File: src/rtl/moving_average_filter.sv
// Streaming boxcar averager over the last 2**LOG2_DEPTH samples with valid/ready handshakes.
// Optional MAVG_ROUND_EN selects round-half-up instead of truncating division.
module moving_average_filter #(
   parameter int DATA_W     = 32,
   parameter int LOG2_DEPTH = 6
) (
   input  logic                  clk,
   input  logic                  rst,
   input  logic                  clear,
   input  logic                  in_valid,
   output logic                  in_ready,
   input  logic [DATA_W-1:0]     in_data,
   output logic                  out_valid,
   input  logic                  out_ready,
   output logic [DATA_W-1:0]     out_data,
   output logic [LOG2_DEPTH:0]   fill_count,
   output logic                  window_full
);

   localparam int DEPTH = 1 << LOG2_DEPTH;
   localparam int SUM_W = DATA_W + LOG2_DEPTH;

   localparam logic [1:0] IDLE  = 2'd0;
   localparam logic [1:0] ACCUM = 2'd1;
   localparam logic [1:0] OUT   = 2'd2;

   localparam logic [LOG2_DEPTH:0] FULL_COUNT = {1'b1, {LOG2_DEPTH{1'b0}}};

   logic [1:0]              state;
   logic [DATA_W-1:0]       sample;
   logic [SUM_W-1:0]        sum;
   logic [LOG2_DEPTH-1:0]   wr_ptr;
   logic [DATA_W-1:0]       buffer [DEPTH];

   logic [SUM_W-1:0]        sum_next;
   logic [SUM_W-1:0]        rounded_sum;
   logic [DATA_W-1:0]       avg;
   logic [LOG2_DEPTH:0]     fill_next;

   // The evicted entry is always part of sum, so the subtraction cannot underflow.
   always_comb begin
      sum_next = sum - SUM_W'(buffer[wr_ptr]) + SUM_W'(sample);
`ifdef MAVG_ROUND_EN
      rounded_sum = sum_next + SUM_W'(DEPTH / 2);
`else
      rounded_sum = sum_next;
`endif
      avg       = DATA_W'(rounded_sum >> LOG2_DEPTH);
      fill_next = (fill_count == FULL_COUNT) ? fill_count : fill_count + (LOG2_DEPTH+1)'(1);
   end

   assign in_ready = (state == IDLE) && !clear;

   // Clear shares the reset path so a flush drops any in-flight result.
   always_ff @(posedge clk) begin
      if (rst || clear) begin
         state       <= IDLE;
         sample      <= '0;
         sum         <= '0;
         wr_ptr      <= '0;
         fill_count  <= '0;
         window_full <= 1'b0;
         out_data    <= '0;
         out_valid   <= 1'b0;
         for (int i = 0; i < DEPTH; i++) begin
            buffer[i] <= '0;
         end
      end else begin
         case (state)
            IDLE: begin
               if (in_valid) begin
                  sample <= in_data;
                  state  <= ACCUM;
               end
            end
            ACCUM: begin
               sum            <= sum_next;
               buffer[wr_ptr] <= sample;
               wr_ptr         <= wr_ptr + LOG2_DEPTH'(1);
               fill_count     <= fill_next;
               window_full    <= (fill_next == FULL_COUNT);
               out_data       <= avg;
               out_valid      <= 1'b1;
               state          <= OUT;
            end
            OUT: begin
               if (out_ready) begin
                  out_valid <= 1'b0;
                  state     <= IDLE;
               end
            end
            default: begin
               out_valid <= 1'b0;
               state     <= IDLE;
            end
         endcase
      end
   end

endmodule

File: config.mk
export PLATFORM = sky130hd
export DESIGN_NAME = moving_average_filter
export DESIGN_NICKNAME = d
export VERILOG_FILES = /design/src/rtl/moving_average_filter.sv
export SDC_FILE = /design/constraint.sdc
export NUM_CORES = 2
export LEC_CHECK = 0
export ABC_AREA = 0
export ABC_CLOCK_PERIOD_IN_PS = 6000
export BUFFER_PORTS_ARGS = -buffer_cell sky130_fd_sc_hd__buf_2
export CORE_AREA = 2 2 429 431
export CTS_BUF_LIST = sky130_fd_sc_hd__clkbuf_2
export DETAILED_ROUTE_END_ITERATION = 7
export DIE_AREA = 0 0 431 433
export PLACE_DENSITY_LB_ADDON = 0.08
export SYNTH_ARGS = -nofsm -noshare
export SYNTH_HDL_FRONTEND = slang
export SYNTH_SLANG_ARGS = --single-unit
File: constraint.sdc
create_clock -name clk -period 6 [get_ports clk]
set_input_delay 0.6 -clock clk [delete_from_list [all_inputs] [get_ports clk]]
set_output_delay 0.6 -clock clk [all_outputs]
set_load 0.1 [all_outputs]
==> impl_results.md <==
* Routed len/inst at 31.5 µm
* Worst-path clk slew at 0.11 ns
* Setup tns final at 0 ns
* Initial antenna violation count at 19
* Worst slew pin tran at 1.31 ns
* CP Data Arrival Time at 7.55 ns
* Final Util at 59.1%
* Die Ht at 433 µm
* Setup Buffers After CTS at 0
* Final setup violation count at 0
* Site row count at 157
* Initial Utilization at 53.8%
* Final Max Tran Viols at 0
* Seq cells post-synth at 2141
* Share of cells above drive strength 1 at 28.3%
* Final worst-path cycle share at 97.4%
* Final-stage net count at 6879
* Ys async rst share at 0%
* Placed Instances at 8440
* Post-synth EDFFs at 2048
* Die W at 431 µm
* Die area at 187000 µm²
* DRT iter0 DRCs at 7427
* Area after DPL at 102000 µm²
* Cell Area, Synth at 98000 µm²
* Syn Area/Cell at 15.0 µm²
* Max Buffers Root-to-Sink at 4
* Clock Skew at 0.125 ns
* PnR worst setup slack at 0.153 ns
* Outcome: completed
* Worst vdd ir at 0.000177 V
* Pre-CTS setup slack at 0.136 ns
* Hold WC Path Type: reg2reg
* Final GP Congestion at 0.903
* Req. time, crit path at 7.71 ns
* Total power at 28.8 mW
* RSZ-0062 raised after global routing: no
* Worst hold margin at 0.466 ns
* Core area at 182000 µm²
* Prevailing post-synth register cell: edfxtp_1
* Vias in the first global route at 62.6k
* Yosys warnings at 0
* First-pass GRT wire length at 435000 µm
* Max Clk Rate at 171 MHz
* WHS Path Cells at 2
* Slowest cell on the critical path: mux4_2
* Clk sink count at 2141
* Pwr Density at 268 nW/µm²
* Design area at 108000 µm²
* Root buf cell: clkbuf_2
* Crit end category: flip-flop
* Top Ports at 79
* CTS tree: built
* CTS Buf Count at 572
* Crit path cell chain: buf_12 -> buf_12 -> buf_12 -> mux4_2 -> mux4_2 -> mux4_2 -> inv_1 -> fa_1 -> ha_1 -> nand3_1 -> nor2_1 -> a21oi_1 -> a311oi_2 -> o211ai_4 -> o31a_1 -> o21ai_1 -> xnor2_1 -> o21ai_1
* H-tree depth at 6
* Worst reg2reg path depth at 18
* Synth Net Count at 6642
* Pin count of the biggest net entering global routing at 136
* Post-synthesis cell type count at 56
* Layout Cells excl Fill at 9496
* Gr usage total at 32.5%
* Leak at 37.9 nW
* DP HPWL at 171000 µm
* Post-synthesis sequential area ratio at 64.7%
* # port buffers at 78
* Final worst path period need at 5.85 ns
* Mapped Cells at 6532
* Crit-path max FO at 23
* Total gr overflow at 0
* Max Cap Viol at 0
* Worst setup path class: reg2reg
* Vias at 61.2k
* Drt via density at 6.44
* P&R area growth vs syn at 9.90%
* Final hold vios at 0
* Drt total wl at 299000 µm
* # DRC at 0
* Clock Latency Late Sink at 1.83 ns
* Number of fill cells in the layout at 14.2k
* Slew headroom at 12.1%
* Critical Path Start Type: flip-flop
* Router iterations before antenna repair at 6
* Post-route ant nets at 0
* Worst path max stage delay at 0.60 ns
kinds of logic after synthesis:
group                      synth area share [%]
AOI/OAI and AO/OA                          1.62
muxes                                      15.4
xor gates and xnor gates                  0.375
adders and majority gates                  1.18
buffers and inverters                      3.80
DFF                                        64.7
and+or+nand+nor                            12.9
cells in the mapped netlist (3+ instances only):
| cell type | instances | area (µm²) |
|---|---|---|
| a211oi_1 | 7 | 52.6 |
| a21o_1 | 15 | 113 |
| a21oi_1 | 102 | 510 |
| a221o_1 | 3 | 30.0 |
| a22o_1 | 3 | 26.3 |
| a31oi_1 | 8 | 50.1 |
| and2_1 | 771 | 4820 |
| and3_1 | 4 | 25.0 |
| buf_1 | 37 | 139 |
| buf_2 | 55 | 275 |
| buf_4 | 35 | 263 |
| buf_6 | 3 | 33.8 |
| clkbuf_1 | 697 | 2620 |
| dfxtp_1 | 93 | 1860 |
| edfxtp_1 | 2048 | 61500 |
| fa_1 | 32 | 641 |
| ha_1 | 41 | 513 |
| inv_1 | 107 | 402 |
| mux2_2 | 9 | 101 |
| mux2i_1 | 9 | 90.1 |
| mux4_2 | 663 | 14900 |
| nand2_1 | 152 | 571 |
| nand3_1 | 14 | 70.1 |
| nand3b_1 | 6 | 45.0 |
| nand4_1 | 12 | 75.1 |
| nor2_1 | 119 | 447 |
| nor2b_1 | 4 | 25.0 |
| nor3_1 | 1266 | 6340 |
| nor4_1 | 20 | 125 |
| o21a_1 | 4 | 30.0 |
| o21ai_0 | 100 | 500 |
| o21ai_1 | 4 | 20.0 |
| o21bai_1 | 7 | 52.6 |
| o31ai_1 | 3 | 22.5 |
| or2_2 | 3 | 18.8 |
| or3_1 | 9 | 56.3 |
| xnor2_1 | 21 | 184 |
| xor2_1 | 21 | 184 |
metal layers:
metal / routed length, µm / track usage (%)
met5: 41 / 0
met3: 27500 / 6.67
met4: 10600 / 12.6
met1: 116000 / 44.1
met2: 145000 / 52.0
placed cells by master, fill, tap and decap left out, types with 10 or more instances in the layout:
cell type	netlist	routed
o21ai_0	100	34
xor2_1	21	21
buf_4	35	215
dfxtp_2	0	13
dlygate4sd3_1	0	140
xnor2_1	21	21
buf_12	0	54
clkbuf_2	0	845
fa_1	32	32
nand3_1	14	10
nand4_1	12	12
inv_2	0	30
nor4_1	20	20
o21ai_4	0	64
dfxtp_1	93	75
nor3_1	1266	1266
nand2_1	152	150
buf_2	55	78
and2_1	771	770
a21o_1	15	15
clkinv_1	0	47
a21oi_1	102	102
ha_1	41	41
nor2_1	119	118
edfxtp_1	2048	2048
inv_1	107	87
mux4_2	663	663
registers in the layout, indices dropped and copies added, names as in the netlist, named ones only:
register and cells:
buffer 2048, out_data 32, sample 32, fill_count 7
sum 6, wr_ptr 6, state 2, out_valid 1
window_full 1
timing repair:
item                       in CTS  in global routing
hold buffers                  140                  0
resized for setup               0                  8
setup endpoints to repair       0                  6
hold endpoints to repair      640                  0
final cells by class:
cell class | instances | area (µm²) | share of cell area, %
sequential | 2141 | 63400 | 58.9
multi-input combinational | 3457 | 31700 | 29.5
timing repair buffer | 490 | 4540 | 4.21
clock buffer | 845 | 4230 | 3.93
tap | 2385 | 2980 | 2.77
inverter | 107 | 402 | 0.373
clock inverter | 68 | 394 | 0.366
antenna | 3 | 7.51 | 0.00697
report_power, final:
| part | internal, mW | total, mW | switching, mW |
|---|---|---|---|
| clock | 3.87 | 9.84 | 5.96 |
| combinational | 0.682 | 1.95 | 1.27 |
| sequential | 16.9 | 17.0 | 0.172 |
| total | 21.4 | 28.8 | 7.41 |
worst max-delay path: cells and delay by family, from the launching register on:
| family | cells | cell delay [ns] |
|---|---|---|
| multiplexers | 3 | 1.66 |
| adder cells (fa/ha/maj) | 2 | 0.89 |
| AND/OR/NAND/NOR | 2 | 0.24 |
| flip-flops | 1 | 0.45 |
| XOR/XNOR | 1 | 0.13 |
| AO/OA/AOI/OAI | 6 | 1.40 |
| buffers and inverters | 4 | 0.92 |
worst paths after layout:
| path | startpoint | end | slack [ns] |
|---|---|---|---|
| hold reg to reg | sum[0]$_SDFFE_PP0P_ | sum[0]$_SDFFE_PP0P_ | 0.47 |
| setup / recovery | flip-flop | out_data[28]$_SDFFE_PP0P_ | 0.15 |
| setup reg to reg | flip-flop | out_data[28]$_SDFFE_PP0P_ | 0.15 |
| hold / removal | sum[0]$_SDFFE_PP0P_ | sum[0]$_SDFFE_PP0P_ | 0.47 |
(Power assumes the default switching activity.)
